**src/rtl/cmul_seq.sv**
```systemverilog
// Sequential conjugate complex multiply-accumulate: one shared 16x16 multiplier, four passes per sample.
// Define CMUL_SEQ_SAT_EN to saturate the combine and accumulate additions instead of wrapping.
module cmul_seq (
    input  logic        clk,
    input  logic        rst,
    input  logic        in_valid,
    output logic        in_ready,
    input  logic        in_last,
    input  logic [31:0] input1,
    input  logic [31:0] input2,
    output logic        out_valid,
    input  logic        out_ready,
    output logic [31:0] o
);

    // state | meaning
    // IDLE  | accepting an operand pair
    // M0    | p0 = a*c
    // M1    | p1 = b*d
    // M2    | p2 = b*c
    // M3    | p3 = a*d, combine and accumulate
    // OUT   | presenting the burst sum until out_ready
    typedef enum logic [2:0] {
        S_IDLE,
        S_M0,
        S_M1,
        S_M2,
        S_M3,
        S_OUT
    } state_t;

`ifdef CMUL_SEQ_SAT_EN
    function automatic logic [15:0] add16(input logic [15:0] x, input logic [15:0] y);
        logic [16:0] s;
        s = {x[15], x} + {y[15], y};
        if (s[16] != s[15]) add16 = s[16] ? 16'h8000 : 16'h7FFF;
        else                add16 = s[15:0];
    endfunction

    function automatic logic [15:0] sub16(input logic [15:0] x, input logic [15:0] y);
        logic [16:0] s;
        s = {x[15], x} - {y[15], y};
        if (s[16] != s[15]) sub16 = s[16] ? 16'h8000 : 16'h7FFF;
        else                sub16 = s[15:0];
    endfunction
`else
    function automatic logic [15:0] add16(input logic [15:0] x, input logic [15:0] y);
        add16 = x + y;
    endfunction

    function automatic logic [15:0] sub16(input logic [15:0] x, input logic [15:0] y);
        sub16 = x - y;
    endfunction
`endif

    state_t      state_q, state_d;
    logic [15:0] a_q, a_d, b_q, b_d, c_q, c_d, d_q, d_d;
    logic        last_q, last_d;
    logic [15:0] p0_q, p0_d, p1_q, p1_d, p2_q, p2_d;
    logic [15:0] acc_re_q, acc_re_d, acc_im_q, acc_im_d;
    logic        in_ready_q, in_ready_d;
    logic        out_valid_q, out_valid_d;
    logic [31:0] o_q, o_d;

    logic signed [15:0] mul_x, mul_y, mul_lo;
    logic [15:0]        sum_re, sum_im;

    always_comb begin
        mul_x = a_q;
        mul_y = c_q;
        case (state_q)
            S_M1:    begin mul_x = b_q; mul_y = d_q; end
            S_M2:    begin mul_x = b_q; mul_y = c_q; end
            S_M3:    begin mul_x = a_q; mul_y = d_q; end
            default: begin mul_x = a_q; mul_y = c_q; end
        endcase
    end

    // Only the low half of the product is ever used, which is the 32-bit signed product mod 2^16.
    assign mul_lo = mul_x * mul_y;
    assign sum_re = add16(p0_q, p1_q);
    assign sum_im = sub16(p2_q, mul_lo);

    always_comb begin
        state_d  = state_q;
        a_d      = a_q;
        b_d      = b_q;
        c_d      = c_q;
        d_d      = d_q;
        last_d   = last_q;
        p0_d     = p0_q;
        p1_d     = p1_q;
        p2_d     = p2_q;
        acc_re_d = acc_re_q;
        acc_im_d = acc_im_q;
        o_d      = o_q;
        case (state_q)
            S_IDLE: begin
                if (in_valid && in_ready_q) begin
                    a_d     = input1[31:16];
                    b_d     = input1[15:0];
                    c_d     = input2[31:16];
                    d_d     = input2[15:0];
                    last_d  = in_last;
                    state_d = S_M0;
                end
            end
            S_M0: begin
                p0_d    = mul_lo;
                state_d = S_M1;
            end
            S_M1: begin
                p1_d    = mul_lo;
                state_d = S_M2;
            end
            S_M2: begin
                p2_d    = mul_lo;
                state_d = S_M3;
            end
            S_M3: begin
                acc_re_d = add16(acc_re_q, sum_re);
                acc_im_d = add16(acc_im_q, sum_im);
                if (last_q) begin
                    o_d     = {acc_re_d, acc_im_d};
                    state_d = S_OUT;
                end else begin
                    state_d = S_IDLE;
                end
            end
            S_OUT: begin
                if (out_ready) begin
                    acc_re_d = 16'h0000;
                    acc_im_d = 16'h0000;
                    o_d      = 32'h0000_0000;
                    state_d  = S_IDLE;
                end
            end
            default: state_d = S_IDLE;
        endcase
        in_ready_d  = (state_d == S_IDLE);
        out_valid_d = (state_d == S_OUT);
    end

    always_ff @(posedge clk) begin
        if (rst) begin
            state_q     <= S_IDLE;
            a_q         <= 16'h0000;
            b_q         <= 16'h0000;
            c_q         <= 16'h0000;
            d_q         <= 16'h0000;
            last_q      <= 1'b0;
            p0_q        <= 16'h0000;
            p1_q        <= 16'h0000;
            p2_q        <= 16'h0000;
            acc_re_q    <= 16'h0000;
            acc_im_q    <= 16'h0000;
            in_ready_q  <= 1'b1;
            out_valid_q <= 1'b0;
            o_q         <= 32'h0000_0000;
        end else begin
            state_q     <= state_d;
            a_q         <= a_d;
            b_q         <= b_d;
            c_q         <= c_d;
            d_q         <= d_d;
            last_q      <= last_d;
            p0_q        <= p0_d;
            p1_q        <= p1_d;
            p2_q        <= p2_d;
            acc_re_q    <= acc_re_d;
            acc_im_q    <= acc_im_d;
            in_ready_q  <= in_ready_d;
            out_valid_q <= out_valid_d;
            o_q         <= o_d;
        end
    end

    assign in_ready  = in_ready_q;
    assign out_valid = out_valid_q;
    assign o         = o_q;

endmodule

```
**config.mk**
```make
export PLATFORM = sky130hd
export DESIGN_NAME = cmul_seq
export DESIGN_NICKNAME = d
export VERILOG_FILES = /design/src/rtl/cmul_seq.sv
export SDC_FILE = /design/constraint.sdc
export NUM_CORES = 1
export LEC_CHECK = 0
export CAP_MARGIN = 20
export CORE_MARGIN = 2
export CORE_UTILIZATION = 50
export DETAILED_ROUTE_END_ITERATION = 8
export PLACE_DENSITY = 0.7
export SLEW_MARGIN = 20
export SYNTH_ARGS = -nofsm -noshare
export SYNTH_HDL_FRONTEND = slang
export SYNTH_SLANG_ARGS = --single-unit
```
**constraint.sdc**
```tcl
create_clock -name clk -period 24.6 [get_ports clk]
set_clock_uncertainty 0.1 [all_clocks]
set_input_delay 2.46 -clock clk [delete_from_list [all_inputs] [get_ports clk]]
set_output_delay 2.46 -clock clk [all_outputs]
set_load 0.02 [all_outputs]
```
==> flow_metrics.py, run 1 <==
metrics = {
    "power": {
        "power.leakage_nw": 6.44,
        "power_mw": 1.13,
        "p_comb_frac": 0.439,
        "pwr_density_cell_mw_per_mm2": 75.2,
        "p_switching_uw": 479,
        "seqPwrFrac": 0.313,
        "p_clk_frac": 0.248,
        "power.share.switching": 0.423,
        "p_int_uw": 653,
        "ir_drop_mv": 0.0567,
    },
    "cts": {
        "clk_path_buf_depth": 2,
        "cts_resized": 0,
        "clk_latency_ns": 0.44,
        "path_clk_slew_ns": 0.07,
        "clockRootBuffer": "clkbuf_16",
        "tritoncts": "done",
        "h-tree-depth": 4,
        "cts_buffers": 17,
        "tritoncts_num_sinks": 182,
        "cts-hold-fix-buffers": 0,
        "post_cts_buffers": 0,
    },
    "critical_path": {
        "cpPeakStageDelay_ns": 0.86,
        "slowest_stage": "dfxtp_1",
        "crit_buf_inv": 9,
        "rrSetupSlack_ns": 15.21,
        "worst-path-max-fanout": 23,
        "critical_path_class": "flip-flop to flip-flop",
        "worstPathRequired_ns": 24.85,
        "cp_top_family": "adder cells",
        "start_kind": "flip-flop",
        "crit_arrival_ns": 9.64,
        "end_kind": "flip-flop",
        "cpMostUsedCell": "inv_1",
    },
    "floorplanning": {
        "start_util": 0.506,
        "core_mm2": 0.0259,
        "ioPinCount": 103,
        "dieArea_mm2": 0.0276,
        "rows": 59,
        "die_x_um": 166,
        "die-height_um": 166,
    },
    "drt": {
        "dr.pass1.iters": 5,
        "vias_per_cell": 5.42,
        "num_vias": 11000,
        "avgRoutedWirePerCell_um": 17.4,
        "wl_um": 35500,
        "ant_nets": 0,
        "drcViolationCount": 0,
        "dr.first_iter.drc_count": 807,
    },
    "logic_synthesis": {
        "yosysMostFrequentCell": "nand2_1",
        "synth_top_cell_by_area": "dfxtp_1",
        "yosys_warnings": 0,
        "syn_inst": 1618,
        "synth_area_leaders": "dfxtp_1 28%, fa_1 17%, nand2_1 11%, ha_1 8.7%, a21oi_1 7.2%",
        "synth_edf_count": 0,
        "yosysSeqAreaShare": 0.278,
        "avgSynthCellArea_um2": 8.11,
        "synth-main-ff-cell": "dfxtp_1",
        "syn-cell-area_mm2": 0.0131,
        "synth_common_cells": "374 x nand2_1, 189 x a21oi_1, 182 x dfxtp_1",
        "synth_top_area_share": 0.278,
        "synth_cell_type_count": 59,
        "synth-seq-cells": 182,
        "syn_nets": 1888,
        "synthArstFlopShare": 0,
    },
    "sta": {
        "post-route-period-util": 0.382,
        "setup_violations": 0,
        "fin_setup_tns_ns": 0,
        "rsz0062_at_grt": "no",
        "drv_slew": 0,
        "setup_ws_ns": 15.21,
        "max-slew-margin-rel": 0.314,
        "post-route-min-period_ns": 9.39,
        "worst_slew_pin_slew_ns": 1.00,
        "fmax_mhz": 106,
        "hold_viol": 0,
    },
    "place": {
        "dp_hpwl_um": 27000,
        "placed_cells": 2005,
        "gp_congestion": 0.954,
        "post-place-ws_ns": 15.39,
        "port_buffers": 102,
        "placed_area_mm2": 0.0145,
    },
    "finish": {
        "diodes": 0,
        "fin_area_mm2": 0.0151,
        "area.growth.synth_to_final_pct": 14.7,
        "drive_gt1_frac": 0.0499,
        "finalNonFillerCells": 2037,
        "layout.nets": 1959,
        "fillerInstances": 2354,
    },
    "min_path": {
        "hp-class": "flip-flop to flip-flop",
    },
    "grt": {
        "antenna_found_initial": 0,
        "grt_first_pass_wirelength_um": 57900,
        "grt_max_degree": 93,
        "grt-ovfl-total": 0,
        "track_usage": 0.263,
        "grt_pass1_vias": 11200,
    },
    "outcome": {
        "status": "finished clean",
    },
    "run": {
        "cap_violations": 0,
    },
}
state kept, by name, summed over array words and instances (netlist names):
name	flops
in_ready	1
a_q	16
o	32
acc_re_q	16
state_q	3
last_q	1
d_q	16
c_q	16
p1_q	16
acc_im_q	16
out_valid	1
p2_q	16
p0_q	16
b_q	16
layout make-up:
class                   count  area [um2]  area share
repair buffers            124        1180      0.0786
inverters                 173         649      0.0431
flip-flops and latches    182        3640       0.242
clock buffers              18         439      0.0292
multi-input cells        1191        8560       0.569
clock inverters            14         156      0.0104
well taps                 335         419      0.0278
metal layers:
| metal | routed length, um | track usage | part of all wire |
|---|---|---|---|
| met3 | 2350 | 0.0450 | 0.066 |
| met1 | 16700 | 0.380 | 0.47 |
| met5 | 0 | 0 | 0 |
| met2 | 16000 | 0.410 | 0.45 |
| met4 | 433 | 0.0669 | 0.012 |
worst register-to-register path, delay by kind of cell, from the launching register on:
kind                     cells  cell delay (ns)
AND/OR/NAND/NOR              3             0.65
adder cells (fa/ha/maj)      9             4.18
flip-flops                   1             0.86
XOR/XNOR                     2             0.80
buffers and inverters        9             0.95
multiplexers                 1             0.86
AO/OA/AOI/OAI                4             0.92
power groups by stage:
stage / clock network (mW) / registers, mW / logic [mW]
3_3_place_gp: 0 / 0.359 / 0.483
6_report: 0.281 / 0.354 / 0.497
2_1_floorplan: 0 / 0.346 / 0.360
5_1_grt: 0.297 / 0.358 / 0.550
4_1_cts: 0.284 / 0.353 / 0.494
3_5_place_dp: 0 / 0.360 / 0.489
path summary, 6_finish.rpt:
kind | startpoint | endpoint | cells past startpoint
min | o[17]$_SDFFE_PP0P_ | o[17]$_SDFFE_PP0P_ | 2
min reg2reg | o[17]$_SDFFE_PP0P_ | o[17]$_SDFFE_PP0P_ | 2
max reg2reg | state_q[0]$_SDFF_PP0_ | o[15]$_SDFFE_PP0P_ | 28
max | state_q[0]$_SDFF_PP0_ | o[15]$_SDFFE_PP0P_ | 28
logic make-up after synthesis:
kind of cell,after synthesis,synth area share
AND/OR/NAND/NOR,601,0.189
AO/OA/AOI/OAI,297,0.134
buffers and inverters,245,0.0719
adder cells (fa/ha/maj),201,0.255
flip-flops,182,0.278
XOR/XNOR,62,0.0503
multiplexers,30,0.0235
per-stage QoR:
step                hold WS, ns   util
floorplan                 0.332      -
global placement          0.340  0.558
detailed placement        0.344  0.558
CTS                       0.353  0.581
global route              0.376  0.581
finish                    0.352  0.581
cell usage in the layout (no fill, tap or decap), types with 3 or more instances in the layout:
cell type	Yosys	final
a211oi_1	6	6
a21boi_0	3	3
a21o_1	13	13
a21oi_1	189	188
a22o_1	4	4
a22oi_1	7	7
a32o_1	3	3
and2_1	8	8
buf_4	0	23
clkbuf_16	0	17
clkdlybuf4s50_1	0	101
dfxtp_1	182	182
fa_1	110	110
ha_1	91	91
inv_1	173	173
inv_6	0	4
inv_8	0	4
mux2_2	6	6
mux2i_1	24	24
nand2_1	374	374
nand2b_1	7	7
nand3_1	36	36
nand4_1	6	6
nor2_1	124	122
nor2b_1	5	5
nor3_1	15	15
o211ai_1	4	4
o21ai_0	25	24
o21bai_1	12	12
o311ai_0	3	3
o31ai_1	3	3
o41ai_1	5	5
or2_2	12	12
or3_1	4	4
xnor2_1	42	42
xnor3_1	8	8
xor2_1	11	11
Note: power is estimated with default switching activity, not from simulation.
==> run 2, diff against run 1 <==
PLACE_DENSITY = 0.73   (was 0.7)
clock period = 8.1 ns   (was 24.6 ns; I/O delays follow)
==> flow_metrics.py, run 2 (synthesis gave the netlist of run 1 again) <==
metrics = {
    "outcome": {
        "status": "finished clean",
    },
    "drt": {
        "num_vias": 11200,
        "dr.pass1.iters": 5,
        "wl_um": 36300,
        "avgRoutedWirePerCell_um": 17.5,
        "dr.first_iter.drc_count": 855,
        "drcViolationCount": 0,
        "vias_per_cell": 5.39,
        "ant_nets": 0,
    },
    "grt": {
        "track_usage": 0.272,
        "grt-ovfl-total": 0,
        "grt_pass1_vias": 11300,
        "antenna_found_initial": 0,
        "grt_first_pass_wirelength_um": 59400,
        "grt_max_degree": 74,
    },
    "cts": {
        "clk_latency_ns": 0.45,
        "h-tree-depth": 4,
        "tritoncts": "done",
        "clk_path_buf_depth": 2,
        "clockRootBuffer": "clkbuf_16",
        "tritoncts_num_sinks": 182,
        "cts_buffers": 17,
        "path_clk_slew_ns": 0.07,
    },
    "critical_path": {
        "r2r_end": "o[15]$_SDFFE_PP0P_",
        "worstPathRequired_ns": 8.36,
        "worst-path-max-fanout": 9,
        "crit_arrival_ns": 8.14,
        "endpoint": "o[15]$_SDFFE_PP0P_",
        "slowest_stage": "fa_1",
        "critical_path_class": "flip-flop to flip-flop",
        "cpPeakStageDelay_ns": 0.57,
        "rrSetupSlack_ns": 0.23,
        "r2r_start": "state_q[1]$_SDFF_PP0_",
        "cpMostUsedCell": "fa_1",
        "end_kind": "flip-flop",
        "reg2reg_depth": 27,
        "startpoint": "state_q[1]$_SDFF_PP0_",
        "start_kind": "flip-flop",
    },
    "finish": {
        "layout.nets": 1994,
        "fin_area_mm2": 0.0156,
        "area.growth.synth_to_final_pct": 18.5,
        "final_common_cell": "nand2_1",
        "diodes": 0,
        "drive_gt1_frac": 0.0852,
        "final_cell_mix": "370 x nand2_1, 185 x a21oi_1, 181 x dfxtp_1",
        "largest_reg_flops": 32,
    },
    "floorplanning": {
        "die-height_um": 166,
        "core_mm2": 0.0259,
        "rows": 59,
        "dieArea_mm2": 0.0276,
        "start_util": 0.506,
        "die_x_um": 166,
        "ioPinCount": 103,
    },
    "power": {
        "ir_drop_mv": 0.157,
        "power.leakage_nw": 6.65,
        "pwr_density_cell_mw_per_mm2": 235,
    },
    "place": {
        "port_buffers": 102,
        "gp_congestion": 1.01,
        "dp_hpwl_um": 28300,
        "placed_area_mm2": 0.0148,
    },
    "sta": {
        "setup_violations": 0,
        "fin_setup_tns_ns": 0,
        "post-route-min-period_ns": 7.87,
        "drv_slew": 0,
        "max-slew-margin-rel": 0.315,
        "hold_viol": 0,
        "worst_slew_pin_slew_ns": 1.03,
        "fmax_mhz": 127,
        "post-route-period-util": 0.972,
    },
    "run": {
        "cap_violations": 0,
    },
    "min_path": {
        "hp-class": "flip-flop to flip-flop",
    },
}
[run 2: changes by cell type in the layout (fill, tap and decap cells not counted), sizes merged]
cell / before / now
inv: 181 / 180
buf: 23 / 58
bufinv: 1 / 2
[run 2: worst min-delay path by stage]
stage | start | slack [ns] | endpoint | depth (start not counted)
2_1_floorplan | acc_im_q[11]$_SDFFE_PP0P_ | 0.33 | acc_im_q[11]$_SDFFE_PP0P_ | 2
3_3_place_gp | acc_im_q[9]$_SDFFE_PP0P_ | 0.34 | acc_im_q[9]$_SDFFE_PP0P_ | 2
3_5_place_dp | acc_im_q[10]$_SDFFE_PP0P_ | 0.34 | acc_im_q[10]$_SDFFE_PP0P_ | 2
4_1_cts | acc_im_q[9]$_SDFFE_PP0P_ | 0.35 | acc_im_q[9]$_SDFFE_PP0P_ | 2
5_1_grt | o[29]$_SDFFE_PP0P_ | 0.37 | o[29]$_SDFFE_PP0P_ | 2
6_report | o[16]$_SDFFE_PP0P_ | 0.35 | o[16]$_SDFFE_PP0P_ | 2
[run 2: repair_timing]
item,CTS,global route
resized for setup,0,34
buffers inserted,0,1
hold buffers,0,0
endpoints found under the hold margin,0,0
endpoints found under the setup margin,0,5
[run 2: routing by layer]
metal,up-vias,part of all wire,track usage
met5,-,0,0
met4,0,0.014,0.0635
met3,45,0.069,0.0567
met2,302,0.44,0.421
met1,5367,0.47,0.392
li1,5449,-,-
[run 2: stage by stage]
step / power [mW] / hold WS (ns) / worst slack [ns] / utilization / cells
floorplan: 2.15 / 0.332 / 0.156 / - / 1618
global placement: 2.68 / 0.341 / 0.118 / 0.570 / 2038
detailed placement: 2.71 / 0.344 / 0.0499 / 0.570 / 2039
CTS: 3.60 / 0.354 / 0.00198 / 0.594 / 2071
global route: 3.90 / 0.373 / -0.0190 / 0.600 / 2072
finish: 3.66 / 0.353 / 0.226 / 0.600 / 2072
[run 2: cell type report]
| cell class | count | area (um2) |
|---|---|---|
| fillers | 2295 | 10400 |
| inverters | 173 | 649 |
| well taps | 335 | 419 |
| clock buffers | 18 | 439 |
| repair buffers | 159 | 1500 |
| multi-input cells | 1191 | 8720 |
| clock inverters | 14 | 183 |
| flip-flops and latches | 182 | 3640 |
[run 2: critical path: cells and delay by family, from the launching register on]
family                     cells  cell delay (ns)
buffers and inverters          8             0.85
muxes                          1             0.21
adders and majority gates      6             2.95
DFF                            1             0.37
xor gates and xnor gates       9             2.66
and+or+nand+nor                2             0.46
AOI/OAI and AO/OA              1             0.20
[run 2: power breakdown]
group / switching (mW) / internal [mW]
clock network: 0.416 / 0.480
logic: 1.04 / 0.663
registers: 0.0838 / 0.979
total: 1.54 / 2.12
==> run 3, diff against run 2 <==
CORE_MARGIN = 1.5   (was 2)
==> flow_metrics.py, run 3 (synthesis gave the netlist of run 1 again) <==
metrics = {
    "finish": {
        "drive_gt1_frac": 0.0814,
        "layout.nets": 2001,
        "diodes": 0,
        "finalNonFillerCells": 2079,
        "postLayoutCoreUtil": 0.598,
        "largest_reg_flops": 32,
        "final_common_cell": "nand2_1",
        "fillerInstances": 2259,
        "area.growth.synth_to_final_pct": 18.0,
        "final_cell_mix": "372 x nand2_1, 187 x a21oi_1, 180 x dfxtp_1",
    },
    "critical_path": {
        "reg2reg_depth": 27,
        "slowest_stage": "fa_1",
        "crit_arrival_ns": 8.04,
        "worstPathRequired_ns": 8.35,
        "worstSetupPathDepth": 27,
        "start_kind": "flip-flop",
        "cp_top_family": "adder cells",
        "crit_buf_inv": 7,
        "worst-path-max-fanout": 7,
        "critical_path_class": "flip-flop to flip-flop",
        "end_kind": "flip-flop",
        "cpPeakStageDelay_ns": 0.56,
        "r2r_start": "state_q[2]$_SDFF_PP0_",
        "r2r_end": "o[15]$_SDFFE_PP0P_",
        "rrSetupSlack_ns": 0.31,
    },
    "sta": {
        "rsz0062_at_grt": "no",
        "drv_slew": 0,
        "setup_violations": 0,
        "max-slew-margin-rel": 0.280,
        "hold_viol": 0,
        "post-route-period-util": 0.962,
        "fin_setup_tns_ns": 0,
        "post-route-min-period_ns": 7.79,
        "fmax_mhz": 128,
        "worst_slew_pin_slew_ns": 1.08,
    },
    "grt": {
        "grt_pass1_vias": 11300,
        "track_usage": 0.284,
        "antenna_found_initial": 0,
        "grt_max_degree": 91,
        "grt_first_pass_wirelength_um": 59300,
        "grt-ovfl-total": 0,
    },
    "outcome": {
        "status": "finished clean",
    },
    "floorplanning": {
        "start_util": 0.506,
        "die_x_um": 165,
        "dieArea_mm2": 0.0272,
        "core_mm2": 0.0259,
        "rows": 59,
        "ioPinCount": 103,
        "die-height_um": 165,
    },
    "power": {
        "power_mw": 3.62,
        "p_comb_frac": 0.466,
        "seqPwrFrac": 0.294,
        "pwr_density_cell_mw_per_mm2": 234,
        "p_switching_mw": 1.53,
        "p_clk_frac": 0.240,
        "p_int_mw": 2.09,
        "power.share.switching": 0.424,
        "ir_drop_mv": 0.159,
        "power.leakage_nw": 6.66,
    },
    "place": {
        "placed_cells": 2046,
        "gp_congestion": 0.970,
        "port_buffers": 102,
        "dp_hpwl_um": 28300,
    },
    "drt": {
        "dr.pass1.iters": 5,
        "wl_um": 36600,
        "vias_per_cell": 5.50,
        "ant_nets": 0,
        "num_vias": 11400,
        "drcViolationCount": 0,
        "avgRoutedWirePerCell_um": 17.6,
        "dr.first_iter.drc_count": 888,
    },
    "min_path": {
        "whs_path_depth": 2,
        "holdPathEnd": "o[16]$_SDFFE_PP0P_",
        "hp-start": "o[16]$_SDFFE_PP0P_",
        "hp-class": "flip-flop to flip-flop",
    },
    "cts": {
        "h-tree-depth": 4,
        "cts_buffers": 17,
        "tritoncts": "done",
        "clk_path_buf_depth": 2,
        "tritoncts_num_sinks": 182,
        "path_clk_slew_ns": 0.08,
        "clockRootBuffer": "clkbuf_16",
        "clk_latency_ns": 0.44,
    },
    "run": {
        "cap_violations": 0,
    },
}
## run 3: changes by cell type in the layout (fill, tap and decap cells not counted), moves of 3 or more
| cell | previous run | this run |
|---|---|---|
| buf_4 | 52 | 61 |
| a21oi_2 | 4 | 1 |
| nand2_2 | 4 | 1 |
| o21ai_1 | 0 | 3 |
## run 3: layout make-up
class	instances	area [um2]	share of cell area
clock inverters	14	174	0.0112
multi-input cells	1191	8630	0.557
inverters	173	649	0.0419
repair buffers	166	1540	0.0994
well taps	335	419	0.0271
flip-flops and latches	182	3650	0.236
clock buffers	18	429	0.0277
## run 3: worst max path at each step
stage                               start                 end  slack (ns)
floorplan           state_q[0]$_SDFF_PP0_  o[15]$_SDFFE_PP0P_        0.16
global placement    state_q[2]$_SDFF_PP0_  o[15]$_SDFFE_PP0P_        0.19
detailed placement  state_q[1]$_SDFF_PP0_  o[15]$_SDFFE_PP0P_        0.11
CTS                 state_q[1]$_SDFF_PP0_  o[15]$_SDFFE_PP0P_        0.06
global route        state_q[1]$_SDFF_PP0_  o[15]$_SDFFE_PP0P_      0.0005
finish              state_q[2]$_SDFF_PP0_  o[15]$_SDFFE_PP0P_        0.31
## run 3: power by group through the flow
stage / registers (mW) / logic [mW] / clock network (mW)
finish: 1.06 / 1.69 / 0.869
global route: 1.07 / 1.85 / 0.908
CTS: 1.06 / 1.64 / 0.873
detailed placement: 1.08 / 1.62 / 0
global placement: 1.08 / 1.60 / 0
floorplan: 1.05 / 1.10 / 0
## run 3: per-layer routing
layer  routed length [um]  vias to the layer above  track usage
met5                    0                        -            0
met4                  675                        0       0.0766
met3                 2560                       53       0.0442
met2                16600                      391        0.445
met1                16800                     5528        0.407
li1                     -                     5466            -
## run 3: worst register-to-register path: cells and delay by family, from the launching register on
kind,cells,cell delay (ns)
buffers and inverters,7,0.68
adders and majority gates,6,2.91
DFF,1,0.41
and+or+nand+nor,3,0.63
AOI/OAI and AO/OA,1,0.19
xor gates and xnor gates,10,2.77
## run 3: through the flow
| stage | setup WS (ns) | area, um2 | hold slack (ns) |
|---|---|---|---|
| 3_3_place_gp | 0.193 | 14800 | 0.340 |
| 2_1_floorplan | 0.156 | 13100 | 0.332 |
| 4_1_cts | 0.0646 | 15400 | 0.354 |
| 6_report | 0.311 | 15500 | 0.351 |
| 3_5_place_dp | 0.106 | 14800 | 0.343 |
| 5_1_grt | 0.000511 | 15500 | 0.377 |
## run 3: repair_timing
item / CTS / global route
gates resized for setup: 0 / 21
hold buffers: 0 / 0
setup endpoints to repair: 0 / 6
setup buffers: 0 / 1
